[config.mk]
export PLATFORM = sky130hd
export DESIGN_NAME = mcp_tx_arbiter
export DESIGN_NICKNAME = d
export VERILOG_FILES = /design/src/rtl/mcp_arb_pkg.sv /design/src/rtl/rr_arbiter.sv /design/src/rtl/mcp_tx_arbiter.sv
export SDC_FILE = /design/constraint.sdc
export NUM_CORES = 1
export LEC_CHECK = 0
export CORE_UTILIZATION = 44
export CTS_BUF_LIST = sky130_fd_sc_hd__clkbuf_16
export DETAILED_ROUTE_END_ITERATION = 10
export PLACE_DENSITY = 0.8
export SYNTH_ARGS = -nofsm -noshare
export SYNTH_HDL_FRONTEND = slang
export SYNTH_SLANG_ARGS = --single-unit
export TNS_END_PERCENT = 10
[constraint.sdc]
create_clock -name clk_a -period 3.8 [get_ports clk_a]
set_input_delay 0.57 -clock clk_a [delete_from_list [all_inputs] [get_ports clk_a]]
set_output_delay 0.57 -clock clk_a [all_outputs]
set_load 0.01 [all_outputs]
[src/rtl/mcp_arb_pkg.sv]
// Shared types for the MCP transmit arbiter.
// Tagged word layout and counter width.
package mcp_arb_pkg;

  localparam int ARB_NUM_REQ = 4;
  localparam int ARB_DATA_W  = 8;
  localparam int ARB_ID_W    = $clog2(ARB_NUM_REQ);
  localparam int XFER_W      = 16;

  typedef struct packed {
    logic [ARB_ID_W-1:0]   id;
    logic [ARB_DATA_W-1:0] payload;
  } tagged_word_t;

endpackage

[src/rtl/rr_arbiter.sv]
// Combinational round-robin picker.
// Search starts one past last_grant, wrapping.
module rr_arbiter #(
  parameter int NUM_REQ = 4,
  parameter int IDX_W   = $clog2(NUM_REQ)
) (
  input  logic [NUM_REQ-1:0] eligible,
  input  logic [IDX_W-1:0]   last_grant,
  input  logic               enable,
  output logic [NUM_REQ-1:0] grant,
  output logic [IDX_W-1:0]   index
);

  int   pos;
  logic found;

  always_comb begin
    grant = '0;
    index = '0;
    found = 1'b0;
    pos   = 0;
    for (int k = 1; k <= NUM_REQ; k++) begin
      pos = int'(last_grant) + k;
      if (pos >= NUM_REQ) pos = pos - NUM_REQ;
      if (enable && !found && eligible[pos]) begin
        grant[pos] = 1'b1;
        index      = IDX_W'(pos);
        found      = 1'b1;
      end
    end
  end

endmodule

[src/rtl/mcp_tx_arbiter.sv]
// Round-robin front end sharing one MCP transmitter.
// Words are tagged {id, payload} in a one-entry holding register.
module mcp_tx_arbiter
  import mcp_arb_pkg::*;
#(
  parameter int NUM_REQ    = ARB_NUM_REQ,
  parameter int DATA_WIDTH = ARB_DATA_W,
  parameter int ID_WIDTH   = $clog2(NUM_REQ)
) (
  input  logic                               clk_a,
  input  logic                               reset,
  input  logic [NUM_REQ-1:0]                 req_valid,
  input  logic [NUM_REQ-1:0][DATA_WIDTH-1:0] req_data,
  output logic [NUM_REQ-1:0]                 req_ready,
  input  logic [NUM_REQ-1:0]                 req_mask,
  input  logic                               mcp_a_ready,
  output logic                               mcp_a_send,
  output logic [ID_WIDTH+DATA_WIDTH-1:0]     mcp_a_datain,
  output logic                               busy,
  output logic [XFER_W-1:0]                  xfer_count
);

  logic                  hold_valid;
  logic [ID_WIDTH-1:0]   hold_id;
  logic [DATA_WIDTH-1:0] hold_data;
  logic [ID_WIDTH-1:0]   last_grant;

  logic                  drain;
  logic                  can_accept;
  logic                  accept;
  logic [NUM_REQ-1:0]    eligible;
  logic [NUM_REQ-1:0]    grant;
  logic [ID_WIDTH-1:0]   win_idx;

  assign eligible   = req_valid & req_mask;
  assign drain      = hold_valid & mcp_a_ready;
  assign can_accept = (~hold_valid | drain) & ~reset;
  assign accept     = |grant;

  rr_arbiter #(
    .NUM_REQ (NUM_REQ),
    .IDX_W   (ID_WIDTH)
  ) u_rr (
    .eligible   (eligible),
    .last_grant (last_grant),
    .enable     (can_accept),
    .grant      (grant),
    .index      (win_idx)
  );

  assign req_ready    = grant;
  assign mcp_a_send   = drain;
  assign mcp_a_datain = {hold_id, hold_data};
  assign busy         = hold_valid;

  // last_grant starts at the top index so requester 0 wins first
  always_ff @(posedge clk_a or posedge reset) begin
    if (reset) begin
      hold_valid <= 1'b0;
      hold_id    <= '0;
      hold_data  <= '0;
      last_grant <= ID_WIDTH'(NUM_REQ - 1);
    end else if (accept) begin
      hold_valid <= 1'b1;
      hold_id    <= win_idx;
      hold_data  <= req_data[win_idx];
      last_grant <= win_idx;
    end else if (drain) begin
      hold_valid <= 1'b0;
    end
  end

  always_ff @(posedge clk_a or posedge reset) begin
    if (reset) begin
      xfer_count <= '0;
    end else if (drain && xfer_count != '1) begin
      xfer_count <= xfer_count + 1'b1;
    end
  end

endmodule

=== Word level (Yosys, flattened, before mapping) ===
Cells that the tools add are included.

* Equal/unequal tests: 1
* Order comparisons: 13
* Reduce and logical (&&, ||, !) cells: 17
* Multiplexer cells: 39
* Bitwise gates (word level): 9
* Add/subtract/negate cells: 9

{| class="wikitable"
|+ Operators with widths
! cell !! number
|-
| $ge 32x1->1 const B || 4
|-
| $ge 32x4->1 const B || 4
|-
| $lt 32x4->1 const B || 4
|-
| $mux 32 || 4
|-
| $sub 32x4->32 const B || 4
|-
| $mux 1 || 17
|-
| $add 16x1->16 const B || 1
|-
| $bmux 8 s2 || 1
|-
| $mux 4 || 4
|-
| $ne 16x16->1 const B || 1
|-
| $logic_and 1x1->1 || 12
|-
| $or 4x4->4 || 3
|-
| $bmux 1 s2 || 4
|-
| $demux 1 s2 || 4
|-
| $mux 2 || 4
|-
| $mux 8 || 1
|-
| $add 2x2->3 const B || 2
|-
| $add 2x3->4 const B || 1
|-
| $and 4x4->4 || 1
|-
| $reduce_or 4->1 || 1
|-
| $add 2x1->3 const B || 1
|-
| $logic_not 1->1 || 3
|-
| $lt 2x3->1 const B || 1
|-
| $and 1x1->1 || 2
|-
| 3 further kinds || 4
|}

* Word-level logic and storage cells: 93
* Register bits: 29
* Bits of input ports: 43
* Output and inout port bits: 32

=== Longest topological paths before layout ===
Gate-level depths: netlist (run 1).

* Depth after elaboration: 22
* Mapped depth: 12
* Gate-level depth less buffers: 10

=== By module ===
From an unflattened synthesis (run 1), not the netlist that was laid out.

* Cells, all modules: 175
* Area, all modules: 1,978.1 um2

{| class="wikitable"
|+ Modules (own cells, without submodules)
! module !! seq. area each (um2) !! times used !! area an instance (um2) !! cells an instance
|-
| mcp_tx_arbiter || 728.2 || 1 || 1,491.4 || 121
|-
| rr_arbiter || 0.0 || 1 || 486.7 || 54
|}

=== Worst setup path before layout (run 1) ===
No wires, ideal clock.

* Path type: register to register
* From: register last_grant[1]
* To: register hold_data[0]
* Library setup time: 125 ps
* Path slack: 769 ps
* Stages on the path, launching flop included: 11
* Clock period less this slack: 3,031 ps
* Required time: 3,675 ps
* Arrival: 2,906 ps
* Path buffers: 2
* Cell sequence: dfstp_2 -> buf_2 -> inv_2 -> ha_1 -> mux4_2 -> nand3b_1 -> nor3_1 -> a222oi_1 -> nand4_2 -> buf_6 -> mux2_4

* Word-level cells in the longest chain between the ends: 22
* Elaborated cells on any way between the ends: 75
* Classes of those cells: add/sub (8); order compare (12); mux (37); bitwise (3); reduce/logical (15)

{| class="wikitable"
|+ RTL lines
! what !! line !! text
|-
| from (decl) || mcp_tx_arbiter.sv:26 || <nowiki>logic [ID_WIDTH-1:0] last_grant;</nowiki>
|-
| from (signal assigned) || mcp_tx_arbiter.sv:62 || <nowiki>last_grant <= ID_WIDTH'(NUM_REQ - 1);</nowiki>
|-
| from (signal assigned) || mcp_tx_arbiter.sv:67 || <nowiki>last_grant <= win_idx;</nowiki>
|-
| parallel branches: the longest is 22 deep, another holds $sub 32x4->32 || n/a ||
|-
| to (signal assigned) || mcp_tx_arbiter.sv:66 || <nowiki>hold_data <= req_data[win_idx];</nowiki>
|-
| to (decl) || mcp_tx_arbiter.sv:25 || <nowiki>logic [DATA_WIDTH-1:0] hold_data;</nowiki>
|}

Parallel ways; which one is timed is not known. The select of a mux whose other input is x is not followed.
A chain may end at the register's enable or synchronous reset.

=== Worst setup path after layout (run 1) ===
* From: register last_grant[0]
* To: output req_ready[2]

* Word-level cells in the longest chain between the ends: 20
* Elaborated cells on any way between the ends: 68
* Classes of those cells: add/sub (8); order compare (12); mux (31); bitwise (3); reduce/logical (14)

{| class="wikitable"
|+ RTL lines
! what !! line !! text
|-
| parallel branches: the longest is 19 deep, another holds $sub 32x4->32 || n/a ||
|-
| $mux 4 * || rr_arbiter.sv:25 || <nowiki>if (enable && !found && eligible[pos]) begin</nowiki>
|-
| to (decl) || mcp_tx_arbiter.sv:14 || <nowiki>output logic [NUM_REQ-1:0] req_ready,</nowiki>
|}

Every way passes the cells marked *. The select of a mux whose other input is x is not followed.

==> out/qor.csv, run 1 <==
metric;value;unit
status;completed;
Power Dens Cells;661.6;nW/um2
Hold Startpoint;xfer_count[14];
worst relative slew slack;0.2081;
adder-cell share of the synthesized area;0.05840;
CTS tree;done;
MaxCap Viol Count;0;
syn_nets;235;
Tcrit/Tclk final;0.9680;
EDFF count, synth;0;
Min-Delay Path Depth;1;
placed insts;304;
WL/cell;14.52;um
CTS H-tree depth;2;
f_max;271.9;MHz
drt first pass iters;4;
Ports;75;
Total Routed Length;4588;um
initial antenna violation count;0;
crit path max-delay cell type;dfstp_2;
synth warn;0;
CP max stage delay;0.60;ns
Root Buffer;clkbuf_16;
Tot Pwr;1.930;mW
sequential-to-total area share from yosys stat;0.3777;
reg2reg path depth;8;
RePlAce Congestion;0.7779;
die area;4651;um2
Clock Tree Buf Depth;2;
layout cells sized above 1;0.1353;
Crit Path Category;reg2out;
cts bufs inserted;5;
fill count;307;
critical path required time;3.23;ns
Yosys top cell area share;0.3504;
synthesized flop and latch total;29;
Compound-Gate Fraction of Synth Area;0.1051;
Skew-Pair Late Insertion Delay;0.27;ns
Reg2Reg Capture Point;hold_data[3];
CP endpoint kind;output port;
peak supply drop;0.4309;mV
total track usage;0.2144;
vias in the first global route;1655;
core area;4115;um2
Fin. Hold Viols;0;
post-synth cell types;42;
Area Growth Syn to Fin;51.27;%
area of the mapped netlist;1928;um2
Synth Flop Type;dfrtp_1;
largest net degree at the start of global routing;30;
Via Count;1681;
CP Cell Sequence;inv_4, ha_2, mux4_2, buf_4, a22o_1, a222oi_1, inv_1, clkdlybuf4s50_1;
Setup TNS Final;0;ns
post-synthesis area per instance;10.54;um2
Overflow after GRT;0;
initial DRC count;73;
largest family of logic cells by synthesized area;multiplexers;
DR DRC count;0;
first-pass GRT wire length;7362;um
hold endpoint;xfer_count[14];
Worst-path clk slew;0.05;ns
arrival time of the worst setup path;3.11;ns
xor and xnor fraction of the mapped netlist area;0.06814;
mux cell area share after synthesis;0.2064;
Final setup viols;0;
simple-gate share of the synthesized area;0.1415;
FF+latch area;728.2;um2
final net count;317;
die width;68.20;um
post-synth top area cell;dfrtp_1;
gate count of the mapped netlist;183;
Initial Util;0.4685;
WHS;0.4931;ns
Clock Sinks;29;
share of the core filled with cells;0.7087;
most frequent cell after synthesis;dfrtp_1;
skew final;0.004500;ns
number of port buffers;74;
largest cells by area after synthesis;dfrtp_1, mux2i_1, ha_1;
area of the multi-input gates;1125;um2
async set-reset flop share out of synthesis;1.000;
vias per cell;5.320;
Worst setup SP type;flip-flop;
Die H;68.20;um
Max Slew Vio Count;0;
most frequent cells after synthesis;dfrtp_1, mux2i_1, nand2_1;
Post-DRT Antenna Nets;0;
DP HPWL;3401;um
P_leak;1.324;nW
minimum clock period;3.678;ns
Finished Layout Cells;316;
# diodes;0;
flop2flop setup slack;0.42;ns
worst slew pin tran;1.188;ns
Hold Path Class;reg2reg;
worst r2r src;last_grant[0];
row count;23;
RSZ-0062 raised after global routing;false;
CP max FO;8;
cell type report:
cell class / instances / share of cell area
sequential: 29 / 0.2497
clock inverter: 3 / 0.01587
clock buffer: 5 / 0.04290
inverter: 11 / 0.01502
multi-input combinational: 138 / 0.3857
timing repair buffer: 80 / 0.2694
tap: 50 / 0.02145
where the power goes:
part	switching [mW]	total, mW	internal, mW
clock	0.139	0.449	0.309
sequential	0.0837	0.500	0.417
combinational	0.444	0.981	0.536
total	0.667	1.93	1.26
flip-flops by register name (all words and copies together), names as in the netlist:
signal	flops
busy	1
last_grant	2
hold_id	2
xfer_count	16
hold_data	8
per-layer routing:
metal	GRT usage	wire, um
met4	0.07552	57
met1	0.2291	1845
met5	0	0
met3	0.05667	246
met2	0.3995	2438
layout by cell type, fill, tap and decap left out, types with 5 or more instances in the layout:
cell type	n
clkdlybuf4s50_1	74
dfrtp_1	27
mux2i_1	24
nand2_1	13
xnor2_1	10
nor2_1	9
ha_1	8
inv_1	7
nand4_1	6
and2_1	6
nand3_1	6
buf_4	6
a22o_1	5
mux2_2	5
xor2_1	5
clkbuf_16	5
cells by family after synthesis:
kind of cell    Yosys count
simple gates             53
fa+ha+maj                 9
flops                    29
compound gates           26
xor+xnor                 15
buf+inv                  16
mux                      35
repair_timing:
action	CTS	global route
resized for setup	1	1
setup buffers	0	4
hold buffers	0	0
pin swaps	0	1
setup endpoints to repair	4	4
per-stage QoR:
step	instance area [um2]	setup WS (ns)
4_1_cts	2884	0.01364
3_3_place_gp	2708	0.2234
2_1_floorplan	1928	0.7690
5_1_grt	2917	0.01299
6_report	2917	0.1215
3_5_place_dp	2708	0.1028
worst max-delay path, delay by kind of cell, from the launching register on:
kind	cells	cell delay, ns
buffers and inverters	4	0.82
AOI/OAI and AO/OA	2	0.67
DFF	1	0.60
adders and majority gates	1	0.40
muxes	1	0.34
worst max path at each step:
stage / slack [ns] / end / depth (start not counted) / start
finish: 0.12 / req_ready[2] / 8 / last_grant[0]
global route: 0.01 / req_ready[2] / 8 / req_valid[2]
CTS: 0.01 / req_ready[2] / 8 / last_grant[1]
detailed placement: 0.10 / req_ready[1] / 8 / req_valid[2]
global placement: 0.22 / req_ready[0] / 8 / req_valid[2]
floorplan: 0.77 / hold_data[0] / 10 / last_grant[1]
Note: power is estimated with default switching activity, not from simulation.
==> inputs of run 2 (changes only) <==
--- a/config.mk
+++ b/config.mk
@@ -5,7 +5,9 @@
 export SDC_FILE = /design/constraint.sdc
 export NUM_CORES = 1
 export LEC_CHECK = 0
-export CORE_UTILIZATION = 44
+export CELL_PAD_IN_SITES_DETAIL_PLACEMENT = 0
+export CELL_PAD_IN_SITES_GLOBAL_PLACEMENT = 1
+export CORE_UTILIZATION = 33
 export CTS_BUF_LIST = sky130_fd_sc_hd__clkbuf_16
 export DETAILED_ROUTE_END_ITERATION = 10
 export PLACE_DENSITY = 0.8
==> run 2 against run 1 <==
Effect of this change: sequential cell count unchanged; worst hold slack improved by 0.0099 ns; worst setup slack improved by 0.065 ns; largest cell class unchanged; clock power decreased by 4%; non-clock buffer count unchanged; via count increased by 0.59%; clock skew about the same; total power decreased by 0.94%; critical path type is now in2out.
==> out/qor.csv, run 2 (synthesis results as in run 1) <==
metric;value;unit;change
Total Routed Length;4614;um;+0.57%
P_leak;1.327;nW;+0.20%
drt first pass iters;5;;+1
CP max stage delay;0.48;ns;-0.12 ns
layout cells sized above 1;0.1241;;-0.01128
Largest register FFs;16;;unchanged
worst slew pin tran;0.5266;ns;-0.6612 ns
Skew-Pair Late Insertion Delay;0.27;ns;about the same
worst path bufs/invs;4;;unchanged
arrival time of the worst setup path;3.04;ns;-0.07 ns
Post-DRT Antenna Nets;0;;unchanged
Root Buffer;clkbuf_16;;
status;completed;;
Die H;78.44;um;+15%
Post-DP Area;2758;um2;+1.8%
area of the multi-input gates;1122;um2;-0.22%
vias in the first global route;1727;;+4.4%
commonest non-fill, non-tap cell in the layout;clkdlybuf4s50_1;;
first-pass GRT wire length;8004;um;+8.7%
peak supply drop;0.3095;mV;-28%
number of port buffers;74;;unchanged
Power Dens Cells;651.8;nW/um2;-1.5%
Via Count;1691;;+0.59%
Ports;75;;unchanged
core area;5574;um2;+35%
CP max FO;7;;-1
# diodes;0;;unchanged
fill count;527;;+72%
Crit Path Category;in2out;;
Max Slew Vio Count;0;;unchanged
Tcrit/Tclk final;0.9509;;-0.01707
CTS H-tree depth;2;;unchanged
cts bufs inserted;5;;unchanged
CTS tree;done;;
Area Growth Syn to Fin;52.11;%;
Clock Tree Buf Depth;2;;unchanged
final setup margin;0.1864;ns;+0.06485 ns
CP endpoint kind;output port;;
MaxCap Viol Count;0;;unchanged
RSZ-0062 raised after global routing;false;;
Tot Pwr;1.911;mW;-0.94%
RePlAce Congestion;0.8310;;+6.8%
Hold Path Class;reg2reg;;
largest net degree at the start of global routing;30;;unchanged
minimum clock period;3.614;ns;-0.06485 ns
post-place setup slack;0.1599;ns;+0.05709 ns
skew final;0.004336;ns;-0.0001645 ns
post-route design area;2933;um2;+0.56%
Clock Sinks;29;;unchanged
final net count;317;;unchanged
Worst-path clk slew;0.05;ns;about the same
CP most frequent cell;clkdlybuf4s50_1;;
worst relative slew slack;0.6489;;+0.4408
FF+latch area;728.2;um2;unchanged
initial DRC count;79;;+8.2%
CP Cell Sequence;clkdlybuf4s50_1, and2_1, mux4_2, buf_4, a22o_1, a222oi_1, inv_1, clkdlybuf4s50_1;;
Final setup viols;0;;unchanged
critical path required time;3.23;ns;about the same
die area;6152;um2;+32%
Overflow after GRT;0;;unchanged
DR DRC count;0;;unchanged
Initial Util;0.3459;;-0.1226
row count;27;;+17%
most frequent cells in the layout;clkdlybuf4s50_1, dfrtp_1, mux2i_1, nand2_1, xnor2_1;;
f_max;276.7;MHz;+1.8%
Regs by FF count;xfer_count x16, hold_data x8;;
DP HPWL;3601;um;+5.9%
Setup TNS Final;0;ns;unchanged
initial antenna violation count;0;;unchanged
Fin. Hold Viols;0;;unchanged
total track usage;0.1642;;-0.05016
die width;78.44;um;+15%
vias per cell;5.003;;-6.0%
Top reg by flops;xfer_count;;
Worst setup SP type;input port;;
crit path max-delay cell type;clkdlybuf4s50_1;;
WHS;0.5030;ns;+0.009899 ns
WL/cell;13.65;um;-6.0%
Worst path top cell family by delay;buffers and inverters;;
run 2: cell count changes in the layout (fill, tap and decap cells not counted):
cell	change
ha_2	-1
clkinvlp_4	-1
clkinv_1	+1
clkinv_4	-1
inv_1	+1
ha_1	+1
run 2: area by class of cell:
cell class / instances / share of cell area
sequential: 29 / 0.2483
tap: 72 / 0.03072
timing repair buffer: 80 / 0.2679
clock inverter: 3 / 0.01280
multi-input combinational: 138 / 0.3827
clock buffer: 5 / 0.04266
inverter: 11 / 0.01493
run 2: metrics by stage:
| stage | util | std cells |
|---|---|---|
| final | 0.5262 | 338 |
| after global placement | 0.4947 | 329 |
| after CTS | 0.5248 | 337 |
| after detailed placement | 0.4947 | 329 |
| after global routing | 0.5262 | 338 |
| after floorplan | - | 183 |
run 2: power by group:
group / total, mW / internal (mW) / switching [mW]
clock: 0.431 / 0.303 / 0.128
sequential: 0.498 / 0.417 / 0.0808
combinational: 0.982 / 0.537 / 0.445
run 2: repair_timing:
item / 4_1_cts / 5_1_grt
buffers inserted: 0 / 1
pin swaps: 0 / 1
setup endpoints to repair: 4 / 4
hold buffers: 0 / 0
gates resized for setup: 1 / 0
run 2: final timing paths:
check	to	cells after the start	slack [ns]	from
max in group asynchronous	last_grant[1]	3	2.72	reset
min in group asynchronous	busy	3	0.76	reset
min reg2reg	xfer_count[13]	1	0.50	xfer_count[13]
max	req_ready[2]	8	0.19	req_valid[2]
max reg2reg	hold_data[6]	9	0.78	last_grant[1]
min	xfer_count[13]	1	0.50	xfer_count[13]
run 2: metal layers:
metal	global-route usage	share of wire
met2	0.2965	0.52
met5	0	0
met3	0.04186	0.055
met1	0.1891	0.42
met4	0.05000	0.0098
